$ cat src/rtl/kong_controller.sv
// Kong motion controller: walk/climb/jump state machine with gravity, wall blocking and screen clamping.
// Latency: all state advances on the startOfFrame cycle; outputs reflect the update one cycle later.
// Backpressure: none; inputs are sampled only on the startOfFrame cycle and outputs hold otherwise.

package kong_pkg;
  typedef logic signed [10:0] location;

  typedef enum logic [2:0] {
    KONG_IS_STANDING,
    KONG_IS_CLIMBING,
    KONG_IS_JUMPING,
    KONG_IS_JUMPING_IN_PLATFORM,
    KONG_IS_JUMPING_FROM_ROPE
  } kong_state;

  typedef enum logic [2:0] {
    KONG_STAND,
    KONG_WALK_LEFT,
    KONG_WALK_RIGHT,
    KONG_CLIMB_LEFT,
    KONG_CLIMB_RIGHT,
    KONG_JUMP_LEFT,
    KONG_JUMP_RIGHT
  } kong_icon;

  typedef enum logic {
    KONG_LOOK_LEFT,
    KONG_LOOK_RIGHT
  } kong_dir;

  localparam int E_LEFT   = 3;
  localparam int E_TOP    = 2;
  localparam int E_RIGHT  = 1;
  localparam int E_BOTTOM = 0;
endpackage

module kong_controller
  import kong_pkg::*;
#(
  parameter location INIT_X       = 11'sd32,
  parameter location INIT_Y       = 11'sd400,
  parameter int      WALK_SPEED   = 2,
  parameter int      CLIMB_SPEED  = 1,
  parameter int      JUMP_SPEED   = 8,
  parameter int      GRAVITY      = 1,
  parameter int      MAX_FALL     = 8,
  parameter int      SCREEN_WIDTH = 640,
  parameter int      KONG_WIDTH   = 64,
  parameter int      SCREEN_HIGHT = 480,
  parameter int      KONG_HIGHT   = 32
) (
  input  logic       clk,
  input  logic       resetN,
  input  logic       startOfFrame,
  input  logic       key_left,
  input  logic       key_right,
  input  logic       key_up,
  input  logic       key_down,
  input  logic       key_jump,
  input  logic [3:0] edges,
  input  logic       rope_hit,
  output location    topLeftX,
  output location    topLeftY,
  output kong_icon   icon,
  output kong_state  state
);

  // Position math runs 12 bits wide so clamping happens before truncation to 11 bits.
  localparam logic signed [11:0] X_MAX    = 12'(SCREEN_WIDTH - KONG_WIDTH);
  localparam logic signed [11:0] Y_MAX    = 12'(SCREEN_HIGHT - KONG_HIGHT);
  localparam logic signed [11:0] C_WALK   = 12'(WALK_SPEED);
  localparam logic signed [11:0] C_CLIMB  = 12'(CLIMB_SPEED);
  localparam logic signed [5:0]  C_WALK_V = 6'(WALK_SPEED);
  localparam logic signed [5:0]  C_JUMP_V = 6'(JUMP_SPEED);
  localparam logic signed [5:0]  C_GRAV_V = 6'(GRAVITY);
  localparam logic signed [5:0]  C_MAXF_V = 6'(MAX_FALL);

  kong_state          r_state, w_state_nxt;
  kong_icon           r_icon,  w_icon_nxt;
  kong_dir            r_dir,   w_dir_nxt;
  location            r_x,     w_x_nxt;
  location            r_y,     w_y_nxt;
  logic signed [5:0]  r_vx,    w_vx_nxt;
  logic signed [5:0]  r_vy,    w_vy_nxt;

  logic signed [11:0] w_x_wide;
  logic signed [11:0] w_y_wide;
  logic signed [11:0] w_step;
  logic signed [5:0]  w_vy_sum;
  logic               w_apply_x;
  logic               w_walk_l;
  logic               w_walk_r;
  logic               w_bottom;

  function automatic location clamp_pos(input logic signed [11:0] v,
                                        input logic signed [11:0] hi);
    if (v < 12'sd0) return '0;
    else if (v > hi) return hi[10:0];
    else return v[10:0];
  endfunction

  function automatic kong_icon jump_icon(input kong_dir d);
    return (d == KONG_LOOK_LEFT) ? KONG_JUMP_LEFT : KONG_JUMP_RIGHT;
  endfunction

  function automatic kong_icon climb_icon(input kong_dir d);
    return (d == KONG_LOOK_LEFT) ? KONG_CLIMB_LEFT : KONG_CLIMB_RIGHT;
  endfunction

  // Frame-gated state register; reset restores the spawn pose and discards velocity.
  always_ff @(posedge clk or negedge resetN) begin
    if (!resetN) begin
      r_state <= KONG_IS_STANDING;
      r_icon  <= KONG_STAND;
      r_dir   <= KONG_LOOK_RIGHT;
      r_x     <= INIT_X;
      r_y     <= INIT_Y;
      r_vx    <= '0;
      r_vy    <= '0;
    end else if (startOfFrame) begin
      r_state <= w_state_nxt;
      r_icon  <= w_icon_nxt;
      r_dir   <= w_dir_nxt;
      r_x     <= w_x_nxt;
      r_y     <= w_y_nxt;
      r_vx    <= w_vx_nxt;
      r_vy    <= w_vy_nxt;
    end
  end

  // Next-frame motion: state transitions, velocities, then wall blocking and X clamping.
  always_comb begin
    w_state_nxt = r_state;
    w_icon_nxt  = r_icon;
    w_dir_nxt   = r_dir;
    w_x_nxt     = r_x;
    w_y_nxt     = r_y;
    w_vx_nxt    = r_vx;
    w_vy_nxt    = r_vy;
    w_x_wide    = 12'(r_x);
    w_y_wide    = 12'(r_y);
    w_step      = '0;
    w_vy_sum    = '0;
    w_apply_x   = 1'b0;
    w_walk_l    = key_left & ~key_right;
    w_walk_r    = key_right & ~key_left;
    // The screen floor acts like a platform while airborne.
    w_bottom    = edges[E_BOTTOM] | (w_y_wide == Y_MAX);

    case (r_state)
      KONG_IS_STANDING: begin
        w_vx_nxt = '0;
        if (!edges[E_BOTTOM]) begin
          w_state_nxt = KONG_IS_JUMPING;
          w_vy_nxt    = '0;
          w_icon_nxt  = jump_icon(r_dir);
        end else if (key_jump) begin
          w_state_nxt = KONG_IS_JUMPING_IN_PLATFORM;
          w_vy_nxt    = -C_JUMP_V;
          w_icon_nxt  = jump_icon(r_dir);
        end else if (rope_hit & key_up) begin
          w_state_nxt = KONG_IS_CLIMBING;
          w_vy_nxt    = '0;
          w_icon_nxt  = climb_icon(r_dir);
        end else if (w_walk_l) begin
          w_dir_nxt  = KONG_LOOK_LEFT;
          w_icon_nxt = KONG_WALK_LEFT;
          w_vx_nxt   = -C_WALK_V;
          w_step     = -C_WALK;
          w_apply_x  = 1'b1;
        end else if (w_walk_r) begin
          w_dir_nxt  = KONG_LOOK_RIGHT;
          w_icon_nxt = KONG_WALK_RIGHT;
          w_vx_nxt   = C_WALK_V;
          w_step     = C_WALK;
          w_apply_x  = 1'b1;
        end else begin
          w_icon_nxt = KONG_STAND;
        end
      end

      KONG_IS_CLIMBING: begin
        if (key_jump) begin
          w_state_nxt = KONG_IS_JUMPING_FROM_ROPE;
          w_vy_nxt    = -C_JUMP_V;
          w_vx_nxt    = (r_dir == KONG_LOOK_LEFT) ? -C_WALK_V : C_WALK_V;
          w_icon_nxt  = jump_icon(r_dir);
        end else if (!rope_hit) begin
          w_state_nxt = KONG_IS_JUMPING;
          w_vy_nxt    = '0;
          w_vx_nxt    = '0;
          w_icon_nxt  = jump_icon(r_dir);
        end else if (key_up ^ key_down) begin
          // The climb animation alternates facing on every frame Kong actually moves.
          w_y_nxt    = clamp_pos(w_y_wide + (key_up ? -C_CLIMB : C_CLIMB), Y_MAX);
          w_dir_nxt  = (r_dir == KONG_LOOK_LEFT) ? KONG_LOOK_RIGHT : KONG_LOOK_LEFT;
          w_icon_nxt = climb_icon(w_dir_nxt);
        end else begin
          w_icon_nxt = climb_icon(r_dir);
        end
      end

      default: begin
        // Airborne: steer from keys unless launched from a rope, which keeps its vx.
        if (r_state != KONG_IS_JUMPING_FROM_ROPE) begin
          if (w_walk_l) begin
            w_vx_nxt  = -C_WALK_V;
            w_dir_nxt = KONG_LOOK_LEFT;
          end else if (w_walk_r) begin
            w_vx_nxt  = C_WALK_V;
            w_dir_nxt = KONG_LOOK_RIGHT;
          end else begin
            w_vx_nxt  = '0;
          end
        end
        w_step     = 12'(w_vx_nxt);
        w_apply_x  = 1'b1;
        w_icon_nxt = jump_icon(w_dir_nxt);

        if (rope_hit & key_up & (r_state != KONG_IS_JUMPING_FROM_ROPE)) begin
          w_state_nxt = KONG_IS_CLIMBING;
          w_vy_nxt    = '0;
          w_vx_nxt    = '0;
          w_apply_x   = 1'b0;
          w_icon_nxt  = climb_icon(w_dir_nxt);
        end else if (!r_vy[5] && w_bottom) begin
          w_state_nxt = KONG_IS_STANDING;
          w_vy_nxt    = '0;
          w_vx_nxt    = '0;
          w_icon_nxt  = KONG_STAND;
        end else if (r_vy[5] && edges[E_TOP]) begin
          w_vy_nxt = '0;
        end else begin
          w_y_nxt  = clamp_pos(w_y_wide + 12'(r_vy), Y_MAX);
          w_vy_sum = r_vy + C_GRAV_V;
          w_vy_nxt = (w_vy_sum > C_MAXF_V) ? C_MAXF_V : w_vy_sum;
        end
      end
    endcase

    if (w_apply_x) begin
      if (((w_step < 12'sd0) && edges[E_LEFT]) || ((w_step > 12'sd0) && edges[E_RIGHT])) begin
        w_step   = '0;
        w_vx_nxt = '0;
      end
      w_x_nxt = clamp_pos(w_x_wide + w_step, X_MAX);
    end
  end

  assign topLeftX = r_x;
  assign topLeftY = r_y;
  assign icon     = r_icon;
  assign state    = r_state;

endmodule

$ cat config.mk
export PLATFORM = sky130hd
export DESIGN_NAME = kong_controller
export DESIGN_NICKNAME = d
export VERILOG_FILES = /design/src/rtl/kong_controller.sv
export SDC_FILE = /design/constraint.sdc
export NUM_CORES = 1
export LEC_CHECK = 0
export ABC_AREA = 1
export BUFFER_PORTS_ARGS = -buffer_cell sky130_fd_sc_hd__buf_2
export CELL_PAD_IN_SITES_DETAIL_PLACEMENT = 1
export CELL_PAD_IN_SITES_GLOBAL_PLACEMENT = 2
export CORE_MARGIN = 5
export CORE_UTILIZATION = 35
export CTS_CLUSTER_DIAMETER = 60
export CTS_CLUSTER_SIZE = 14
export DETAILED_ROUTE_END_ITERATION = 8
export PLACE_DENSITY_LB_ADDON = 0.25
export SLEW_MARGIN = 20
export SYNTH_ARGS = -nofsm -noshare
export SYNTH_HDL_FRONTEND = slang
export SYNTH_SLANG_ARGS = --single-unit
$ cat constraint.sdc
create_clock -name clk -period 6.18 [get_ports clk]
set_clock_uncertainty 0.1 [all_clocks]
set_input_delay 1.236 -clock clk [delete_from_list [all_inputs] [get_ports clk]]
set_output_delay 1.236 -clock clk [all_outputs]
set_load 0.02 [all_outputs]
==> results of run 1 <==
power by group:
| part | total (mW) | leakage [nW] | switching [mW] | internal [mW] |
|---|---|---|---|---|
| logic | 1.69 | 2.32 | 1.12 | 0.563 |
| clock network | 0.317 | 0.0810 | 0.125 | 0.192 |
| registers | 0.536 | 0.524 | 0.157 | 0.378 |
| total | 2.54 | 2.92 | 1.41 | 1.13 |
cell usage after synthesis, types with 5 or more instances:
cell / number / area (sq um)
a21oi_1: 39 / 195
dfrtp_1: 36 / 901
dfstp_2: 5 / 131
ha_1: 38 / 475
inv_1: 102 / 383
inv_2: 9 / 33.8
nand2_1: 278 / 1040
nand2_2: 6 / 37.5
nand3_1: 63 / 315
nand3b_1: 6 / 45.0
nand4_1: 13 / 81.3
nor2_1: 53 / 199
nor2_4: 6 / 67.6
nor3_1: 6 / 30.0
o21ai_0: 21 / 105
or2_2: 5 / 31.3
xor2_1: 6 / 52.6
layer usage:
layer / vias to the layer above / routed length [um] / share of wire (%)
li1: 2484 / - / -
met1: 2345 / 6350 / 44
met2: 59 / 7310 / 51
met3: 21 / 348 / 2.4
met4: 0 / 265 / 1.9
met5: - / 0 / 0
metrics by stage:
step,instances,area [sq um]
floorplan,743,4570
global placement,951,4970
detailed placement,951,4970
CTS,959,5130
global route,959,5140
finish,959,5140
how the worst max path moves through the flow:
stage / slack, ns / startpoint / cells past startpoint / end
6_report: 1.61 / key_jump / 28 / topLeftX[5]
5_1_grt: 1.19 / key_jump / 28 / topLeftX[5]
4_1_cts: 1.58 / key_jump / 28 / topLeftX[5]
3_5_place_dp: 1.31 / key_jump / 28 / topLeftX[5]
3_3_place_gp: 1.50 / key_jump / 28 / topLeftX[8]
2_1_floorplan: 1.99 / key_jump / 27 / topLeftX[2]
cell type report:
type	instances	area [sq um]
timing repair buffer	40	203
inverter	114	433
clock inverter	2	38.8
multi-input combinational	584	3090
tap	172	215
clock buffer	6	129
fill	1756	7590
sequential	41	1030
worst max-delay path, cell delays in order:
cell,delay (ns)
buf_2,0.11
inv_1,0.18
nand2_1,0.10
inv_1,0.18
nand3_4,0.14
nor2_4,0.17
inv_2,0.07
nand2_2,0.06
inv_2,0.05
nor2_4,0.18
inv_2,0.09
nand2_4,0.09
inv_4,0.05
nor2_1,0.09
ha_1,0.21
inv_1,0.08
fa_1,0.39
inv_1,0.09
nand3_1,0.09
nand2_1,0.12
nand2_1,0.10
a21oi_1,0.19
o21ai_0,0.13
nand2_1,0.08
nand2_1,0.13
nor2_8,0.17
nand3_1,0.10
nand2_1,0.07
state kept, by name, indices dropped and copies added, names as in the netlist:
register and cells:
r_vy 6, r_vx 6, state 3, topLeftY 11, topLeftX 11, icon 3, r_dir 1
logic make-up (layout without fill, tap and decap cells):
logic type,count (synthesis),count (layout),synth area share [%]
and+or+nand+nor,450,450,43.6
buffers and inverters,118,162,9.86
AOI/OAI and AO/OA,87,87,11.1
adders and majority gates,41,41,11.7
DFF,41,41,22.6
xor gates and xnor gates,6,6,1.15
==> results.md, run 1 <==
* Number of H-tree levels at 2
* End of the worst hold path: topLeftX[5]
* Estimated wirelength of the detail-placed design at 11,600 um
* Run status: finished, final reports clean
* CP startpoint kind: input port
* R2R Path End: topLeftX[5]
* Routed length per instance at 14.9 um
* TritonCTS clock tree: built
* Core occupancy in the finished layout at 40.4%
* Post-route antenna net violation count at 0
* Post-synthesis cell area at 4570 sq um
* Worst ir drop on vdd at 0.152 mV
* Diode insertion count for antenna repair at 0
* Routability congestion estimate at 0.858
* Number of port buffers at 40
* Met1 layer usage reported by global route at 21.7%
* Pins Over Slew Limit at 0
* Tightest hold margin at 0.404 ns
* Maximum fanout along the worst path at 8
* Hold path cells at 2
* Count of hold buffers inserted by post-cts repair at 0
* Routed vias at 4,909
* Number of global-route vias before repair at 5,161
* Clk_lat worst skew at 0.30 ns
* Share of synthesized area occupied by flip-flops and latches at 22.6%
* Syn Nets at 797
* GR Util All Layers at 18.5%
* Setup repair after global routing missed its margin: no
* Number of flops mapped to enable cells by yosys at 0
* Number of primary I/O pins at 41
* Largest net degree at the start of global routing at 42
* Gr busiest metal: met2
* Die Span Y at 124 um
* Fin. Hold Viols at 0
* Area added between synthesis and finish at 12.4%
* Setup slack, reg-to-reg at 2.09 ns
* Initial antenna violation count at 0
* Final nets at 840
* Gate count after technology mapping at 743
* Count of cell types in the netlist at 42
* Final worst slack at 1.61 ns
* Clock transition time at the flip-flop clock pins of the worst setup and hold paths at 0.07 ns
* Worst hold path class: register to register
* Total power at 2.54 mW
* Highest Clock Rate at 219 MHz
* Most common cell after layout, fill and taps aside: nand2_1
* Die area at 15,400 sq um
* Final setup violating endpoints at 0
* Core Rows at 41
* Total number of yosys warnings at 0
* CP Capture Type: register
* WP data arrival at 4.72 ns
* Async set-or-reset flop fraction in the synthesized netlist at 100%
* Minimum clock period at 4.57 ns
* Clock root buffer: clkbuf_16
* Detailed Route Iter0 Violations at 172
* Power per cell area at 494 nW/um^2
* Primary FF master, synth: dfrtp_1
* Number of clock sinks at 41
* Area inside the core boundary at 12,700 sq um
* Transition time at the pin with the least slew margin at 0.595 ns
* Met2 Usage GRT at 35.1%
* Static Leakage at 2.92 nW
* Worst rel slew slack at 60.2%
* Die width at 124 um
* Commonest cells after routing, fill and taps aside: nand2_1 (278), inv_1 (102), nand3_1 (63)
* Max Buffers Root-to-Sink at 2
* Met3 layer usage reported by global route at 2.49%
* Setup TNS at 0 ns
* Data required, critical path at 6.33 ns
* Via count normalized by instance count at 5.12
* R2R Path Start: state[2]
* Global-route wire length before repair at 24,200 um
* Total wire length after detailed routing at 14,300 um
* Critical path start-end classification: input port to register
* Avg Synthesized Cell Area at 6.15 sq um
* Crit share post-route at 74.0%
* Detailed-routing iteration count for the pre-antenna-repair pass at 4
* Worst r2r path cells at 27
* Post-cts resize count at 0
* Number of max-cap violations at 0
* Effective utilization at floorplan at 35.9%
* Fraction of layout cells with a size suffix above 1 at 12.1%
* Origin of the worst min-delay path: topLeftX[5]
* DRC violations left at 0
* Setup repair bufs after CTS at 0
* Count of state elements after synthesis at 41
* Total CTS buffers at 5
* Overflow after GRT at 0
* Worst slack, placed at 1.31 ns
(Power assumes the default switching activity.)
==> inputs of run 2 (changes only) <==
--- a/config.mk
+++ b/config.mk
@@ -5,12 +5,12 @@
 export SDC_FILE = /design/constraint.sdc
 export NUM_CORES = 1
 export LEC_CHECK = 0
-export ABC_AREA = 1
+export ABC_AREA = 0
 export BUFFER_PORTS_ARGS = -buffer_cell sky130_fd_sc_hd__buf_2
 export CELL_PAD_IN_SITES_DETAIL_PLACEMENT = 1
 export CELL_PAD_IN_SITES_GLOBAL_PLACEMENT = 2
 export CORE_MARGIN = 5
-export CORE_UTILIZATION = 35
+export CORE_UTILIZATION = 36
 export CTS_CLUSTER_DIAMETER = 60
 export CTS_CLUSTER_SIZE = 14
 export DETAILED_ROUTE_END_ITERATION = 8
==> constraint.sdc (replaced) <==
create_clock -name clk -period 4.6 [get_ports clk]
set_clock_uncertainty 0.1 [all_clocks]
set_input_delay 0.92 -clock clk [delete_from_list [all_inputs] [get_ports clk]]
set_output_delay 0.92 -clock clk [all_outputs]
set_load 0.02 [all_outputs]
==> results.md, run 2 <==
* Share of synthesized area occupied by flip-flops and latches at 25.8% (+3.2 points)
* Largest family of logic cells by synthesized area: compound AO/OA/AOI/OAI gates
* Data required, critical path at 4.75 ns (-1.58 ns)
* Top cells by area in the synthesized netlist: dfrtp_1 (23%), ha_1 (12%), a21oi_1 (4.9%)
* Via count normalized by instance count at 5.64 (+10%)
* Fin. Hold Viols at 0 (unchanged)
* Hold path cells at 1 (-1)
* Fill cells at 1,345 (-23%)
* Overflow after GRT at 0 (unchanged)
* Worst r2r path cells at 15 (-44%)
* Pins Over Slew Limit at 0 (unchanged)
* Number of H-tree levels at 2 (unchanged)
* Final Instance Area at 4620 sq um (-10%)
* Largest incremental delay on the critical path at 0.41 ns (+0.02 ns)
* Number of primary I/O pins at 41 (unchanged)
* Instance count after placement with tap cells included at 677 (-29%)
* Commonest cells after routing, fill and taps aside: nand2_1 (48), nor2_1 (44), buf_2 (39)
* Simple-gate share of the synthesized area at 21.9% (-22 points)
* Number of port buffers at 40 (unchanged)
* Setup repair bufs after CTS at 0 (unchanged)
* TritonCTS clock tree: built
* DRC violations left at 0 (unchanged)
* Minimum clock period at 4.31 ns
* Detailed Route Iter0 Violations at 169 (-1.7%)
* Number of flops mapped to enable cells by yosys at 0 (unchanged)
* Async set-or-reset flop fraction in the synthesized netlist at 100% (unchanged)
* Core occupancy in the finished layout at 42.6% (+2.2 points)
* Routed vias at 3,859 (-21%)
* Synth Area in Compound Gates at 28.4% (+17 points)
* Avg Synthesized Cell Area at 8.29 sq um (+35%)
* Worst hold path class: register to register
* Routability congestion estimate at 0.841 (-2.0%)
* Estimated wirelength of the detail-placed design at 9340 um (-19%)
* Detailed-routing iteration count for the pre-antenna-repair pass at 4 (unchanged)
* Total power at 2.83 mW (+12%)
* Maximum fanout along the worst path at 5 (-3)
* Final setup violating endpoints at 0 (unchanged)
* Finished Layout Cells at 684 (-29%)
* Count of cell types in the netlist at 71 (+69%)
* Count of state elements after synthesis at 41 (unchanged)
* Critical-path cell with the highest stage delay: a2111oi_0
* Area inside the core boundary at 10,800 sq um (-15%)
* Count of hold buffers inserted by post-cts repair at 0 (unchanged)
* Most frequent cell after synthesis: nand2_1
* Diode insertion count for antenna repair at 0 (unchanged)
* Die Span Y at 115 um (-7.2%)
* Library cell with the largest summed area after synthesis: dfrtp_1
* Critical path start-end classification: input port to register
* Synthesized-area fraction occupied by xor and xnor cells at 6.14% (+5.0 points)
* Total wire length after detailed routing at 11,600 um (-18%)
* CP Capture Type: register
* Area added between synthesis and finish at 15.5%
* Post-synthesis cell area at 4000 sq um (-13%)
* Total number of yosys warnings at 0 (unchanged)
* Total CTS buffers at 5 (unchanged)
* Gate count after technology mapping at 482 (-35%)
* Fraction of synthesized cell area taken by the top area cell type at 22.5% (-0.30 points)
* Top cells by instance count after synthesis: nand2_1 (48), nor2_1 (44), a21oi_1 (39)
* Static Leakage at 2.19 nW (-25%)
* Die area at 13,300 sq um (-14%)
* Power per cell area at 614 nW/um^2 (+24%)
* WP data arrival at 4.46 ns (-0.26 ns)
* Most common cell after layout, fill and taps aside: nand2_1
* Run status: finished, final reports clean
* Core Rows at 38 (-7.3%)
* Worst ir drop on vdd at 0.231 mV (+52%)
* Worst rel slew slack at 59.0% (-1.2 points)
* Routed length per instance at 17.0 um (+14%)
* Post-synthesis share of cell area spent on full adders, half adders and majority gates at 13.4% (+1.7 points)
* CP startpoint kind: input port
* GR Util All Layers at 18.5% (-0.047 points)
* Clock transition time at the flip-flop clock pins of the worst setup and hold paths at 0.09 ns (+0.02 ns)
* Fraction of layout cells with a size suffix above 1 at 18.2% (+6.1 points)
* Number of max-cap violations at 0 (unchanged)
* Largest net degree at the start of global routing at 42 (unchanged)
* Primary FF master, synth: dfrtp_1
* Transition time at the pin with the least slew margin at 0.613 ns (+0.0176 ns)
* Clock root buffer: clkbuf_8
* Worst path cell trace: buf_2, inv_1, ha_1, inv_1, a22o_1, a22o_1, o211ai_1, o21ai_2, buf_4, a21oi_1, ha_1, o21ai_0, o21ai_1, a2111oi_0, nor3_1, xor2_1, or2_1, o21ai_2, a32o_1
* Number of global-route vias before repair at 4,115 (-20%)
* Max Buffers Root-to-Sink at 2 (unchanged)
* Clk_lat worst skew at 0.31 ns (about the same)
* Cell area reported after detailed placement at 4510 sq um (-9.2%)
* Multiplexer share of the synthesized area at 0.751% (+0.75 points)
* Final nets at 598 (-29%)
* Initial antenna violation count at 0 (unchanged)
* Post-route antenna net violation count at 0 (unchanged)
* Number of clock sinks at 41 (unchanged)
* Effective utilization at floorplan at 36.9% (+0.96 points)
* Crit share post-route at 93.7%
* Syn Nets at 536 (-33%)
* Highest Clock Rate at 232 MHz
* Die width at 115 um (-7.2%)
* Global-route wire length before repair at 19,800 um (-18%)
run 2: cell count changes after synthesis, moves of 8 or more:
| cell | previous run | this run |
|---|---|---|
| nand2_1 | 278 | 48 |
| inv_1 | 102 | 27 |
| nand3_1 | 63 | 17 |
| xnor2_1 | 0 | 20 |
| o21ai_0 | 21 | 35 |
| a21o_1 | 0 | 11 |
| nand4_1 | 13 | 3 |
| nor2_1 | 53 | 44 |
| a32o_1 | 0 | 8 |
| nand2b_1 | 0 | 8 |
run 2: worst max-delay path, delay by kind of cell:
kind                       cells  cell delay, ns
AOI/OAI and AO/OA             10            2.04
adders and majority gates      2            0.58
and+or+nand+nor                2            0.40
buffers and inverters          4            0.35
xor gates and xnor gates       1            0.17
run 2: per-layer routing:
| layer | up-vias | GRT usage [%] | share of wire (%) |
|---|---|---|---|
| li1 | 1912 | - | - |
| met1 | 1890 | 22.7 | 46 |
| met2 | 51 | 34.2 | 51 |
| met3 | 6 | 2.32 | 2.6 |
| met4 | 0 | 4.23 | 0.82 |
| met5 | - | 0 | 0 |
run 2: final cells by class:
class / instances / area [sq um] / share of cell area (%)
multi-input combinational: 404 / 2830 / 61.4
sequential: 41 / 1030 / 22.4
clock buffer: 6 / 82.6 / 1.79
tap: 140 / 175 / 3.80
timing repair buffer: 63 / 375 / 8.13
inverter: 29 / 109 / 2.36
clock inverter: 1 / 7.51 / 0.163
run 2: power by group:
| group | leakage [nW] | total (mW) | internal, mW | switching (mW) |
|---|---|---|---|---|
| logic | 1.62 | 1.88 | 0.758 | 1.12 |
| registers | 0.525 | 0.695 | 0.502 | 0.194 |
| clock network | 0.0433 | 0.259 | 0.119 | 0.140 |
run 2: worst paths after layout:
path                       startpoint           to  slack [ns]
hold reg to reg               icon[1]      icon[1]        0.42
setup reg to reg             state[2]  topLeftX[3]        0.57
min in group asynchronous      resetN      icon[1]        0.51
setup / recovery             key_left  topLeftX[3]        0.29
max in group asynchronous      resetN      r_vy[5]        3.50
hold / removal                icon[1]      icon[1]        0.42
run 2: cells by family (layout without fill, tap and decap cells):
group	after synthesis	count (layout)
adder cells (fa/ha/maj)	41	41
XOR/XNOR	28	28
multiplexers	3	3
AND/OR/NAND/NOR	171	171
flip-flops	41	41
AO/OA/AOI/OAI	161	161
buffers and inverters	37	99
run 2: per-stage QoR:
step | setup WS, ns | TNS (ns) | hold WS (ns)
finish | 0.292 | 0 | 0.421
global route | -0.00680 | -0.00680 | 0.442
CTS | 0.276 | 0 | 0.422
detailed placement | -0.0291 | -0.138 | 0.402
global placement | 0.0411 | 0 | 0.393
floorplan | 0.322 | 0 | 0.371
run 2: repair_timing:
item	4_1_cts	5_1_grt
gates resized for setup	0	4
endpoints found under the hold margin	0	0
endpoints found under the setup margin	0	9
==> inputs of run 3 (changes only) <==
--- a/config.mk
+++ b/config.mk
@@ -15,6 +15,7 @@
 export CTS_CLUSTER_SIZE = 14
 export DETAILED_ROUTE_END_ITERATION = 8
 export PLACE_DENSITY_LB_ADDON = 0.25
+export RECOVER_POWER = 50
 export SLEW_MARGIN = 20
 export SYNTH_ARGS = -nofsm -noshare
 export SYNTH_HDL_FRONTEND = slang
==> results.md, run 3 (synthesis results as in run 2) <==
* Fraction of layout cells with a size suffix above 1 at 15.6% (-2.6 points)
* Count of hold buffers inserted by post-cts repair at 0 (unchanged)
* Final nets at 598 (unchanged)
* Clock root buffer: clkbuf_8
* Routed vias at 3,854 (-0.13%)
* Initial antenna violation count at 0 (unchanged)
* Part of the power in combinational logic at 66.1% (-0.2 points)
* GR Util All Layers at 18.5% (unchanged)
* Pins Over Slew Limit at 42 (+42)
* Maximum fanout along the worst path at 5 (unchanged)
* Static Leakage at 2.14 nW (-2.3%)
* Setup slack, reg-to-reg at 0.57 ns (about the same)
* Total CTS buffers at 5 (unchanged)
* Worst slack, placed at -0.0291 ns (unchanged)
* Routed length per instance at 17.1 um (+0.29%)
* Total wire length after detailed routing at 11,700 um (+0.29%)
* NetSw at 1.46 mW (+0.27%)
* Critical path start-end classification: input port to register
* Final setup violating endpoints at 0 (unchanged)
* Clock transition time at the flip-flop clock pins of the worst setup and hold paths at 0.09 ns (about the same)
* Switching share of power at 51.6% (+0.27 points)
* Worst rel slew slack at -61.2% (-120 points)
* Fin. Hold Viols at 0 (unchanged)
* Global-route wire length before repair at 19,800 um (unchanged)
* Area inside the core boundary at 10,800 sq um (unchanged)
* Cell area reported after detailed placement at 4510 sq um (unchanged)
* Number of port buffers at 40 (unchanged)
* Number of global-route vias before repair at 4,115 (unchanged)
* Run status: finished, violations left
* Transition time at the pin with the least slew margin at 2.42 ns (+1.81 ns)
* R2R Path End: topLeftX[3]
* Number of H-tree levels at 2 (unchanged)
* Via count normalized by instance count at 5.63 (-0.13%)
* Hold path cells at 2 (+1)
* Origin of the worst min-delay path: topLeftY[7]
* Worst r2r path cells at 15 (unchanged)
* Routability congestion estimate at 0.841 (unchanged)
* Highest Clock Rate at 232 MHz (about the same)
* Power per cell area at 615 nW/um^2 (+0.19%)
* Die width at 115 um (unchanged)
* Effective utilization at floorplan at 36.9% (unchanged)
* End of the worst hold path: topLeftY[7]
* Worst ir drop on vdd at 0.230 mV (-0.14%)
* TritonCTS clock tree: built
* Die Span Y at 115 um (unchanged)
* Setup repair bufs after CTS at 0 (unchanged)
* Final worst slack at 0.292 ns (+0.000715 ns)
* Core Rows at 38 (unchanged)
* Number of clock sinks at 41 (unchanged)
* Number of primary I/O pins at 41 (unchanged)
* Diode insertion count for antenna repair at 0 (unchanged)
* Largest net degree at the start of global routing at 42 (unchanged)
* Post-route antenna net violation count at 0 (unchanged)
* Most common cell after layout, fill and taps aside: nand2_1
* Max Buffers Root-to-Sink at 2 (unchanged)
* Estimated wirelength of the detail-placed design at 9340 um (unchanged)
* Number of max-cap violations at 1 (+1)
* Commonest cells after routing, fill and taps aside: nand2_1 (48), nor2_1 (44), a21oi_1 (38), ha_1 (38), dfrtp_1 (36)
* CP Capture Type: register
* Clk_lat worst skew at 0.31 ns (about the same)
* DRC violations left at 0 (unchanged)
* CP startpoint kind: input port
* Detailed-routing iteration count for the pre-antenna-repair pass at 4 (unchanged)
* R2R Path Start: state[2]
* Int Pwr at 1.37 mW (-0.80%)
* Violated checks: max-capacitance violations, max-slew violations
* Detailed Route Iter0 Violations at 167 (-1.2%)
* Overflow after GRT at 0 (unchanged)
* Crit share post-route at 93.6% (about the same)
* WP data arrival at 4.46 ns (about the same)
* Minimum clock period at 4.31 ns (-0.000715 ns)
* Final Instance Area at 4600 sq um (-0.43%)
* Die area at 13,300 sq um (unchanged)
* Portion of total power attributed to the clock network at 9.3% (about the same)
* Data required, critical path at 4.75 ns (about the same)
* Flop pwr share at 24.7% (+0.2 points)
* Area added between synthesis and finish at 15.0%
* Worst hold path class: register to register
## run 3: changes by cell type in the layout (fill, tap and decap cells not counted), sizes merged
cell    delta
buf       -14
clkbuf    +14
## run 3: layout make-up
cell class,instances,area (sq um)
clock buffers,6,82.6
clock inverters,1,7.51
fillers,1345,6240
inverters,29,109
multi-input cells,404,2830
flip-flops and latches,41,1030
well taps,140,175
repair buffers,63,355
## run 3: worst max-delay path: stages
cell and delay [ns]:
buf_2 0.09, inv_1 0.05, ha_1 0.29, inv_1 0.05
a22o_1 0.22, a22o_1 0.25, o211ai_1 0.21, o21ai_2 0.10
buf_4 0.16, a21oi_1 0.13, ha_1 0.29, o21ai_0 0.17
o21ai_1 0.10, a2111oi_0 0.41, nor3_1 0.13, xor2_1 0.17
or2_1 0.27, o21ai_2 0.24, a32o_1 0.21
## run 3: power by group through the flow
stage	Sequential [mW]	Combinational, mW	Clock [mW]
after floorplan	0.735	1.30	0
after global placement	0.699	1.84	0
after detailed placement	0.703	1.89	0
after CTS	0.697	1.90	0.269
after global routing	0.724	2.09	0.284
final	0.697	1.87	0.261
## run 3: worst max path at each step
| stage | from | to | slack (ns) | depth (start not counted) |
|---|---|---|---|---|
| floorplan | key_left | topLeftX[1] | 0.32 | 18 |
| global placement | key_left | topLeftX[3] | 0.04 | 19 |
| detailed placement | key_left | topLeftX[3] | -0.03 | 19 |
| CTS | key_left | topLeftX[8] | 0.28 | 21 |
| global route | key_left | topLeftX[8] | -0.007 | 21 |
| finish | key_left | topLeftX[3] | 0.29 | 19 |
## run 3: layer usage
metal	GRT usage (%)	vias up	wire, um
met2	34.2	51	5930
met5	0	-	0
met4	4.23	0	108
met3	2.32	7	297
li1	-	1910	-
met1	22.7	1886	5340
## run 3: repair_timing
action / 4_1_cts / 5_1_grt
endpoints found under the hold margin: 0 / 0
setup endpoints to repair: 0 / 9
resized for setup: 0 / 4
## run 3: stage by stage
| stage | hold slack, ns | utilization, % | std cells | TNS, ns | power, mW |
|---|---|---|---|---|---|
| 2_1_floorplan | 0.371 | - | 482 | 0 | 2.04 |
| 3_5_place_dp | 0.402 | 41.6 | 677 | -0.138 | 2.59 |
| 6_report | 0.422 | 42.4 | 684 | 0 | 2.83 |
| 4_1_cts | 0.422 | 42.4 | 684 | 0 | 2.86 |
| 3_3_place_gp | 0.393 | 41.6 | 677 | 0 | 2.54 |
| 5_1_grt | 0.442 | 42.4 | 684 | -0.00681 | 3.10 |
